**src/rtl/lcd_ctrl_pkg.sv**
```systemverilog
// rtl/lcd_ctrl_pkg.sv - shared types and constants for the character LCD sequencer
package lcd_ctrl_pkg;

   typedef enum logic [2:0] {
      ST_PWRUP,
      ST_INIT_LOAD,
      ST_SETUP,
      ST_PULSE,
      ST_HOLD,
      ST_WAIT,
      ST_IDLE
   } lcd_state_e;

   localparam int LCD_ON_BIT = 31;
   localparam int LCD_EN_BIT = 10;
   localparam int LCD_RS_BIT = 9;
   localparam int LCD_RW_BIT = 8;

   // Entry 0 is issued first: function set, display on, clear, entry mode.
   localparam logic [3:0][7:0] INIT_ROM = {8'h06, 8'h01, 8'h0C, 8'h38};

   // Clear and return-home commands need the long execution wait.
   function automatic logic is_long_cmd(input logic rs, input logic [7:0] data);
      return !rs && (data == 8'h01 || data == 8'h02 || data == 8'h03);
   endfunction

   function automatic int max_int(input int a, input int b);
      return (a > b) ? a : b;
   endfunction

endpackage

```
**src/rtl/lcd_ctrl.sv**
```systemverilog
// rtl/lcd_ctrl.sv - HD44780 init/write sequencer producing the io_lcd_o peripheral word
module lcd_ctrl
   import lcd_ctrl_pkg::*;
#(
   parameter int T_SETUP = 3,
   parameter int T_EN    = 25,
   parameter int T_HOLD  = 3,
   parameter int T_CMD   = 2000,
   parameter int T_CLR   = 80000,
   parameter int T_PWRUP = 2000000
) (
   input  logic        clk_i,
   input  logic        rst_ni,
   input  logic        req_valid_i,
   output logic        req_ready_o,
   input  logic        req_rs_i,
   input  logic [7:0]  req_data_i,
   output logic        busy_o,
   output logic        init_done_o,
   output logic [31:0] io_lcd_o
);

   localparam int T_MAX = max_int(max_int(max_int(T_SETUP, T_EN), max_int(T_HOLD, T_CMD)),
                                  max_int(T_CLR, T_PWRUP));
   localparam int CNT_W = $clog2(T_MAX + 1);

   localparam logic [CNT_W-1:0] LD_SETUP = CNT_W'(T_SETUP - 1);
   localparam logic [CNT_W-1:0] LD_EN    = CNT_W'(T_EN - 1);
   localparam logic [CNT_W-1:0] LD_HOLD  = CNT_W'(T_HOLD - 1);
   localparam logic [CNT_W-1:0] LD_CMD   = CNT_W'(T_CMD - 1);
   localparam logic [CNT_W-1:0] LD_CLR   = CNT_W'(T_CLR - 1);
   localparam logic [CNT_W-1:0] LD_PWRUP = CNT_W'(T_PWRUP - 1);

   lcd_state_e       state_q, state_n;
   logic [CNT_W-1:0] cnt_q, cnt_n;
   logic [1:0]       idx_q, idx_n;
   logic             rs_q, rs_n;
   logic [7:0]       data_q, data_n;
   logic [31:0]      lcd_n;
   logic             ready_n, busy_n, done_n;

   always_ff @(posedge clk_i or negedge rst_ni) begin
      if (!rst_ni) begin
         state_q <= ST_PWRUP;
         cnt_q   <= LD_PWRUP;
         idx_q   <= 2'd0;
         rs_q    <= 1'b0;
         data_q  <= 8'h00;
      end else begin
         state_q <= state_n;
         cnt_q   <= cnt_n;
         idx_q   <= idx_n;
         rs_q    <= rs_n;
         data_q  <= data_n;
      end
   end

   // Each timed phase counts down from its length minus one and exits on zero.
   always_comb begin
      state_n = state_q;
      cnt_n   = cnt_q;
      idx_n   = idx_q;
      rs_n    = rs_q;
      data_n  = data_q;
      unique case (state_q)
         ST_PWRUP: begin
            if (cnt_q == '0) state_n = ST_INIT_LOAD;
            else             cnt_n   = cnt_q - CNT_W'(1);
         end
         ST_INIT_LOAD: begin
            rs_n    = 1'b0;
            data_n  = INIT_ROM[idx_q];
            state_n = ST_SETUP;
            cnt_n   = LD_SETUP;
         end
         ST_SETUP: begin
            if (cnt_q == '0) begin
               state_n = ST_PULSE;
               cnt_n   = LD_EN;
            end else cnt_n = cnt_q - CNT_W'(1);
         end
         ST_PULSE: begin
            if (cnt_q == '0) begin
               state_n = ST_HOLD;
               cnt_n   = LD_HOLD;
            end else cnt_n = cnt_q - CNT_W'(1);
         end
         ST_HOLD: begin
            if (cnt_q == '0) begin
               state_n = ST_WAIT;
               cnt_n   = is_long_cmd(rs_q, data_q) ? LD_CLR : LD_CMD;
            end else cnt_n = cnt_q - CNT_W'(1);
         end
         ST_WAIT: begin
            if (cnt_q == '0) begin
               if (!init_done_o && idx_q != 2'd3) begin
                  idx_n   = idx_q + 2'd1;
                  state_n = ST_INIT_LOAD;
               end else state_n = ST_IDLE;
            end else cnt_n = cnt_q - CNT_W'(1);
         end
         ST_IDLE: begin
            if (req_valid_i && req_ready_o) begin
               rs_n    = req_rs_i;
               data_n  = req_data_i;
               state_n = ST_SETUP;
               cnt_n   = LD_SETUP;
            end
         end
         default: begin
            state_n = ST_PWRUP;
            cnt_n   = LD_PWRUP;
         end
      endcase
   end

   // Outputs are decoded from the next state so the registered copies line up with it.
   always_comb begin
      lcd_n             = 32'h0;
      lcd_n[LCD_ON_BIT] = 1'b1;
      lcd_n[LCD_EN_BIT] = (state_n == ST_PULSE);
      lcd_n[LCD_RS_BIT] = rs_n;
      lcd_n[LCD_RW_BIT] = 1'b0;
      lcd_n[7:0]        = data_n;
      ready_n           = (state_n == ST_IDLE);
      busy_n            = !ready_n;
      done_n            = init_done_o | ready_n;
   end

   always_ff @(posedge clk_i or negedge rst_ni) begin
      if (!rst_ni) begin
         io_lcd_o    <= 32'h0;
         req_ready_o <= 1'b0;
         busy_o      <= 1'b1;
         init_done_o <= 1'b0;
      end else begin
         io_lcd_o    <= lcd_n;
         req_ready_o <= ready_n;
         busy_o      <= busy_n;
         init_done_o <= done_n;
      end
   end

endmodule

```
**config.mk**
```make
export PLATFORM = sky130hd
export DESIGN_NAME = lcd_ctrl
export DESIGN_NICKNAME = d
export VERILOG_FILES = /design/src/rtl/lcd_ctrl_pkg.sv /design/src/rtl/lcd_ctrl.sv
export SDC_FILE = /design/constraint.sdc
export NUM_CORES = 1
export LEC_CHECK = 0
export CAP_MARGIN = 20
export CORE_MARGIN = 2
export CORE_UTILIZATION = 50
export CTS_BUF_LIST = sky130_fd_sc_hd__clkbuf_4 sky130_fd_sc_hd__clkbuf_8
export DETAILED_ROUTE_END_ITERATION = 7
export PLACE_DENSITY = 0.75
export RECOVER_POWER = 100
export SYNTH_ARGS = -nofsm -noshare
export SYNTH_HDL_FRONTEND = slang
export SYNTH_SLANG_ARGS = --single-unit
export TNS_END_PERCENT = 100
```
**constraint.sdc**
```tcl
create_clock -name clk_i -period 3 [get_ports clk_i]
set_input_delay 0.9 -clock clk_i [delete_from_list [all_inputs] [get_ports clk_i]]
set_output_delay 0.9 -clock clk_i [all_outputs]
set_load 0.01 [all_outputs]
```
# Yosys cells after proc, flatten, opt, wreduce, memory -nomap -nowiden
# Cells that the tools add are included.
[classes]
add_sub_neg = 2
n_mul = 0
div = 0
n_lt_le_gt_ge = 1
eq_ne = 14
shift = 0
muxes = 21
bitwise_logic = 1
n_reduce_logical = 13
[ops]
columns = ["op", "n"]
rows = [
  ["$pmux 21 s6", 1],
  ["$mux 21", 5],
  ["$logic_not 21->1", 1],
  ["$mux 3", 7],
  ["$pmux 3 s7", 1],
  ["$sub 21x1->21 const B", 1],
  ["$mux 17", 1],
  ["$bmux 8 s2", 1],
  ["$eq 8x2->1 const B", 2],
  ["$mux 8", 2],
  ["$pmux 8 s2", 1],
  ["$eq 3x3->1 const B", 4],
  ["$eq 3x2->1 const B", 3],
  ["$eq 8x1->1 const B", 1],
  ["$ne 2x2->1 const B", 3],
  ["$eq 3x1->1 const B", 1],
  ["$logic_and 1x1->1", 3],
  ["$logic_not 1->1", 3],
  ["$logic_not 3->1", 1],
  ["$lt 2x3->1 const B", 1],
  ["$reduce_and 3->1", 1],
  ["$add 2x1->2 const B", 1],
  ["$logic_or 1x1->1", 2],
  ["$pmux 1 s2", 1],
  ["other kinds (4)", 4],
]
[word_totals]
register_bits = 49
latch_bits = 0
ramBits = 0
rom_bits = 0
inputBits = 12
memories = 0

# Depth between registers and ports, before layout
# Gate-level depths: netlist of the first run.
[logic_depth]
word_depth = 7
depth_mapped = 11
depth_no_buf = 8

# Worst setup path before layout of the first run
# No wires, ideal clock.
[synth_timing]
kind = "reg-to-reg"
startpoint = "register cnt_q[9]"
endpoint = "register cnt_q[9]"
setup_time_ns = 0.128
arrival_ns = 2.161
required_ns = 2.872
slack_ns = 0.711
path_stages_with_launch = 10
n_path_buf = 3
period_less_slack_ns = 2.289
cell_sequence = "dfrtp_1 buf_6 or4_4 nor4_4 nand3_1 and3_1 buf_6 buf_8 a31oi_1 nand3_1"
[synth_via]
elab_chain_len = 3
elab_cells_between_ends = 9
[synth_rtl]
columns = ["item", "line", "text"]
rows = [
  ["from (decl)", "lcd_ctrl.sv:35", "logic [CNT_W-1:0] cnt_q, cnt_n;"],
  ["from (signal assigned)", "lcd_ctrl.sv:51", "cnt_q <= cnt_n;"],
  ["$sub 21x1->21 or $logic_not 21->1 (tied branches)", "--", ""],
  ["$mux 21 (tied with other cells)", "lcd_ctrl.sv:67, lcd_ctrl.sv:95", ""],
  ["$pmux 21 s6 or $reduce_and 2->1 (tied branches)", "--", ""],
]
# Parallel ways exist; a longest one is shown, timed or not. The select of a mux whose other input is x is not followed.
# A chain may end at the register's enable or synchronous reset.

# Final worst setup path of the first run
[layout_timing]
startpoint = "register cnt_q[9]"
endpoint = "register cnt_q[18]"
# Same word-level chain as after synthesis.

==> out/qor.yml, run 1 <==
status:
  status: "complete, no violations"
clock_network:
  cts_setup_buffers: 0
  cts_made_buffers: 5
  cts-root-buf: "clkbuf_8"
  cts_max_path_buffers: 2
  cts_sinks: 40
  clkTransAtPathRegs_ns: 0.07
  cts_resized: 0
  ctsHtreeMaxLevel: 2
  cts_tree: "yes"
  cts_hold_buf: 0
  clock_latency_ns: 0.30
timing:
  max_freq_mhz: 373.0
  hold_viol: 0
  maxSlewViolCount: 0
  setup_viol: 0
  tightest_slew_ns: 0.8707
  skew_ns: 0.004183
  period_needed_ns: 2.681
  finalCritPeriodShare_pct: 89.36
  maxSlewHeadroom_pct: 41.96
  setup_tns_ns: 0
  grt_setup_unrepaired: "false"
die:
  initial_core_util_pct: 52.64
  coreArea_sq_mm: 0.005574
  die_x_microns: 80.61
  core.rowCount: 27
  fp.dieArea_sq_mm: 0.006497
  die_y_microns: 80.61
  io_pins: 47
detailed_routing:
  num_vias: 2787
  routedWlPerCell_microns: 16.89
  drt_iter0_drc: 369
  drc: 0
  finalWirelength_microns: 7568
  drt.antenna.violating_nets: 0
  vias_per_cell: 6.221
  drtPass1Iterations: 6
setup_path:
  cp.required_ns: 3.20
  crit_arrival_ns: 2.88
  critPathMaxFanout: 15
  startpoint_type: "flip-flop"
  cp-end-kind: "flip-flop"
  criticalPathCategory: "reg2reg"
placed_design:
  dp_hpwl_microns: 5397
  gp_congestion: 0.9646
  io_buffers: 25
cells_and_area:
  syn2layout_area_growth_pct: 9.424
  final_common_cell: "nand2_1"
  final_util_pct: 57.60
  drive_gt1_share_pct: 11.97
  n_fill_cell: 562
  nNetsFinal: 393
  antenna_cells: 0
  final_cell_mix: "nand2_1 (44), dfrtp_1 (26), nor2_1 (25)"
power_and_ir_drop:
  peakVddDrop_v: 0.0002410
  power_density_mw_per_mm2: 288.3
  leakage_uw: 0.001289
synthesis:
  syn_avg_cell_area_sq_um: 8.312
  synth_cells: 353
  synth_ff_type: "dfrtp_1"
  yosysWarnings: 0
  synthDistinctLibCells: 66
  synth_edf_count: 0
  ys_seq_area_share_pct: 34.71
  ys_ff_latch: 40
  synthArstFlopShare_pct: 100.0
  syn_area_sq_mm: 0.002934
global_routing:
  grt_pass1_vias: 2575
  grt_max_degree: 41
  grt_pass1_wl_microns: 12760
  gr-usage-all-layers_pct: 25.52
  grt_overflow: 0
  antenna_found_initial: 0
hold_path:
  hold_class: "reg2reg"
run:
  drv_cap: 0
[Yosys cell counts (5+ instances only)]
cell      instances  share of area (%)
dfstp_2          14                 13
o311ai_0          5                1.5
o211ai_1          7                1.8
nor3_1           11                1.9
dfrtp_1          26                 22
nand2_1          44                5.6
nor2_1           25                3.2
nor4_1           12                2.6
buf_4            24                6.1
o21ai_0          18                3.1
ha_1              5                2.1
a21oi_1          19                3.2
a31oi_1          12                2.6
clkbuf_1         11                1.4
inv_1            14                1.8
nand4_1           6                1.3
nand3_1          18                3.1
[where the power goes]
group / switching, uW / internal [uW] / total (uW)
logic: 24.9 / 12.5 / 37.4
clock network: 190 / 157 / 348
registers: 0.104 / 540 / 541
total: 215 / 710 / 926
[cell families after synthesis]
kind of cell | after synthesis | synth area share, %
other cells | 2 | 0.2560
fa+ha+maj | 5 | 2.132
xor+xnor | 4 | 1.194
mux | 1 | 0.3838
simple gates | 144 | 25.20
compound gates | 98 | 23.54
buf+inv | 59 | 12.58
flops | 40 | 34.71
[stage by stage]
stage          instance area, sq um  power [uW]  instances  worst slack [ns]  hold slack, ns
2_1_floorplan                  3009       582.9        373            0.7112          0.4710
3_3_place_gp                   3148       588.6        441            0.4725          0.4755
3_5_place_dp                   3148       588.7        441            0.3964          0.4964
4_1_cts                        3229       935.2        448            0.3997          0.5079
5_1_grt                        3211       958.7        448            0.1698          0.5334
6_report                       3211       925.6        448            0.3193          0.5091
[final timing paths]
check / from / cells after the start / to / slack [ns]
worst max-delay path: cnt_q[9] / 6 / cnt_q[18] / 0.32
worst min register to register: init_done_o / 1 / init_done_o / 0.51
min in group asynchronous: rst_ni / 1 / asynchronous set/reset pin / 0.72
worst min-delay path: init_done_o / 1 / init_done_o / 0.51
worst max register to register: cnt_q[9] / 6 / cnt_q[18] / 0.32
max in group asynchronous: rst_ni / 1 / cnt_q[13] / 1.74
[routing by layer]
| metal | track usage [%] | vias up | wire, microns |
|---|---|---|---|
| met3 | 4.944 | 14 | 515 |
| li1 | - | 1313 | - |
| met4 | 10.00 | 0 | 139 |
| met5 | 0 | - | 0 |
| met2 | 39.08 | 109 | 3543 |
| met1 | 35.46 | 1351 | 3370 |
[critical path, stage by stage (launching register included)]
cell and delay [ns]:
dfrtp_1 0.48, or4_1 0.64, nor4_4 0.42, nand3_1 0.23, and3_1 0.41, o311ai_0 0.24, o211ai_1 0.16
[final cells by class]
cell class	instances	area (sq um)	share of cell area, %
clock buffers	5	68.82	2.143
clock inverters	2	12.51	0.3897
inverters	14	52.55	1.637
multi-input cells	274	1618	50.39
flip-flops and latches	40	1018	31.72
well taps	72	90.09	2.806
repair buffers	41	350.3	10.91
Power figures use the tool's default switching activity.
==> run 2, diff against run 1 <==
CORE_UTILIZATION = 56   (was 50)
CTS_CLUSTER_DIAMETER = 150   (was unset)
PLACE_DENSITY = 0.83   (was 0.75)
==> out/qor.yml, run 2 (same netlist as run 1, synthesis figures left out) <==
setup_path:
  cp.required_ns: 3.24
  r2r_cells: 9
  path_cells: "inv_1 -> ha_1 -> nor3b_1 -> and4_1 -> nand2_1 -> clkbuf_1 -> a211oi_1 -> or4_1 -> nand4_1"
  criticalPathCategory: "reg2reg"
  rrSetupSlack_ns: 0.31
  r2r_end: "cnt_q[2]"
  critPathCapture: "cnt_q[2]"
  critPathMaxFanout: 13
  rr_startpoint: "cnt_q[0]"
  cp_slowest_stage_delay_ns: 0.63
  cp-startpoint: "cnt_q[0]"
  critPathSlowestCell: "dfstp_1"
  cp-end-kind: "flip-flop"
  startpoint_type: "flip-flop"
  crit_arrival_ns: 2.94
clock_network:
  ctsHtreeMaxLevel: 2
  cts_resized: 0
  cts_sinks: 40
  cts_max_path_buffers: 2
  cts_tree: "yes"
  clkTransAtPathRegs_ns: 0.08
  cts_setup_buffers: 0
  cts_made_buffers: 5
  clock_latency_ns: 0.30
  cts_hold_buf: 0
  cts-root-buf: "clkbuf_8"
cells_and_area:
  drive_gt1_share_pct: 11.94
  layoutNonFillerInstCount: 447
  n_fill_cell: 452
  final_cell_mix: "nand2_1 (44), dfrtp_1 (26), nor2_1 (25)"
  nNetsFinal: 393
  final_common_cell: "nand2_1"
  syn2layout_area_growth_pct: 11.98
  antenna_cells: 0
timing:
  grt_setup_unrepaired: "false"
  finalCritPeriodShare_pct: 89.81
  skew_ns: 0.003068
  holdWs_ns: 0.5070
  maxSlewHeadroom_pct: 39.86
  tightest_slew_ns: 0.9021
  max_freq_mhz: 371.2
  maxSlewViolCount: 0
  period_needed_ns: 2.694
  setup_viol: 0
  setup_tns_ns: 0
  hold_viol: 0
placed_design:
  dp_cells: 439
  io_buffers: 25
  dp_hpwl_microns: 5420
  gp_congestion: 0.9177
detailed_routing:
  drc: 0
  drtPass1Iterations: 7
  drt.antenna.violating_nets: 0
  drt_iter0_drc: 296
  vias_per_cell: 6.315
  finalWirelength_microns: 7783
  num_vias: 2823
  routedWlPerCell_microns: 17.41
run:
  drv_cap: 0
die:
  die_x_microns: 76.39
  io_pins: 47
  fp.dieArea_sq_mm: 0.005835
  die_y_microns: 76.39
  coreArea_sq_mm: 0.005075
  core.rowCount: 26
  initial_core_util_pct: 57.82
global_routing:
  gr-usage-all-layers_pct: 26.97
  grt_pass1_wl_microns: 12760
  grt_overflow: 0
  grt_max_degree: 42
  antenna_found_initial: 0
  grt_pass1_vias: 2581
status:
  status: "complete, no violations"
power_and_ir_drop:
  leakage_uw: 0.001326
  peakVddDrop_v: 0.0001980
  power_density_mw_per_mm2: 364.2
  totalPowerFinal_uw: 1197
hold_path:
  hold_class: "reg2reg"
## run 2: per-stage QoR
step           worst slack, ns  utilization (%)  cell area (sq um)
3_5_place_dp            0.4245            61.98               3146
3_3_place_gp            0.4669            61.98               3146
2_1_floorplan           0.7112                -               3009
5_1_grt                 0.1701            64.74               3286
4_1_cts                 0.4706            65.11               3304
6_report                0.3057            64.74               3286
## run 2: layout make-up
cell class	count	area, sq um	area share (%)
timing repair buffer	41	350.3	10.66
clock inverter	3	90.09	2.742
inverter	14	52.55	1.599
tap	70	87.58	2.666
multi-input combinational	274	1618	49.24
sequential	40	1018	31.00
clock buffer	5	68.82	2.094
## run 2: worst min-delay path by stage
stage                     slack, ns   startpoint     endpoint  cells past startpoint
final                          0.51    flip-flop    flip-flop                      2
after CTS                      0.51     cnt_q[3]     cnt_q[3]                      2
after global routing           0.54  init_done_o  init_done_o                      1
after floorplan                0.47     cnt_q[3]     cnt_q[3]                      2
after detailed placement       0.49  init_done_o  init_done_o                      1
after global placement         0.49  init_done_o  init_done_o                      1
## run 2: metal layers
metal	vias to the layer above	global-route usage, %	wire [microns]
li1	1313	-	-
met1	1329	37.73	3295
met2	151	42.83	3649
met3	30	3.081	581
met4	0	10.91	257
met5	-	0	0
## run 2: where the power goes
part | switching [uW] | leakage [uW] | internal, uW
clock | 202 | 0.0000784 | 416
sequential | 0.0963 | 0.000454 | 540
combinational | 25.7 | 0.000794 | 12.5
total | 228 | 0.00133 | 969
## run 2: critical path, delay by kind of cell, from the launching register on
kind                     cells  cell delay [ns]
AO/OA/AOI/OAI                1             0.11
AND/OR/NAND/NOR              5             1.28
adder cells (fa/ha/maj)      1             0.23
flip-flops                   1             0.63
buffers and inverters        2             0.39
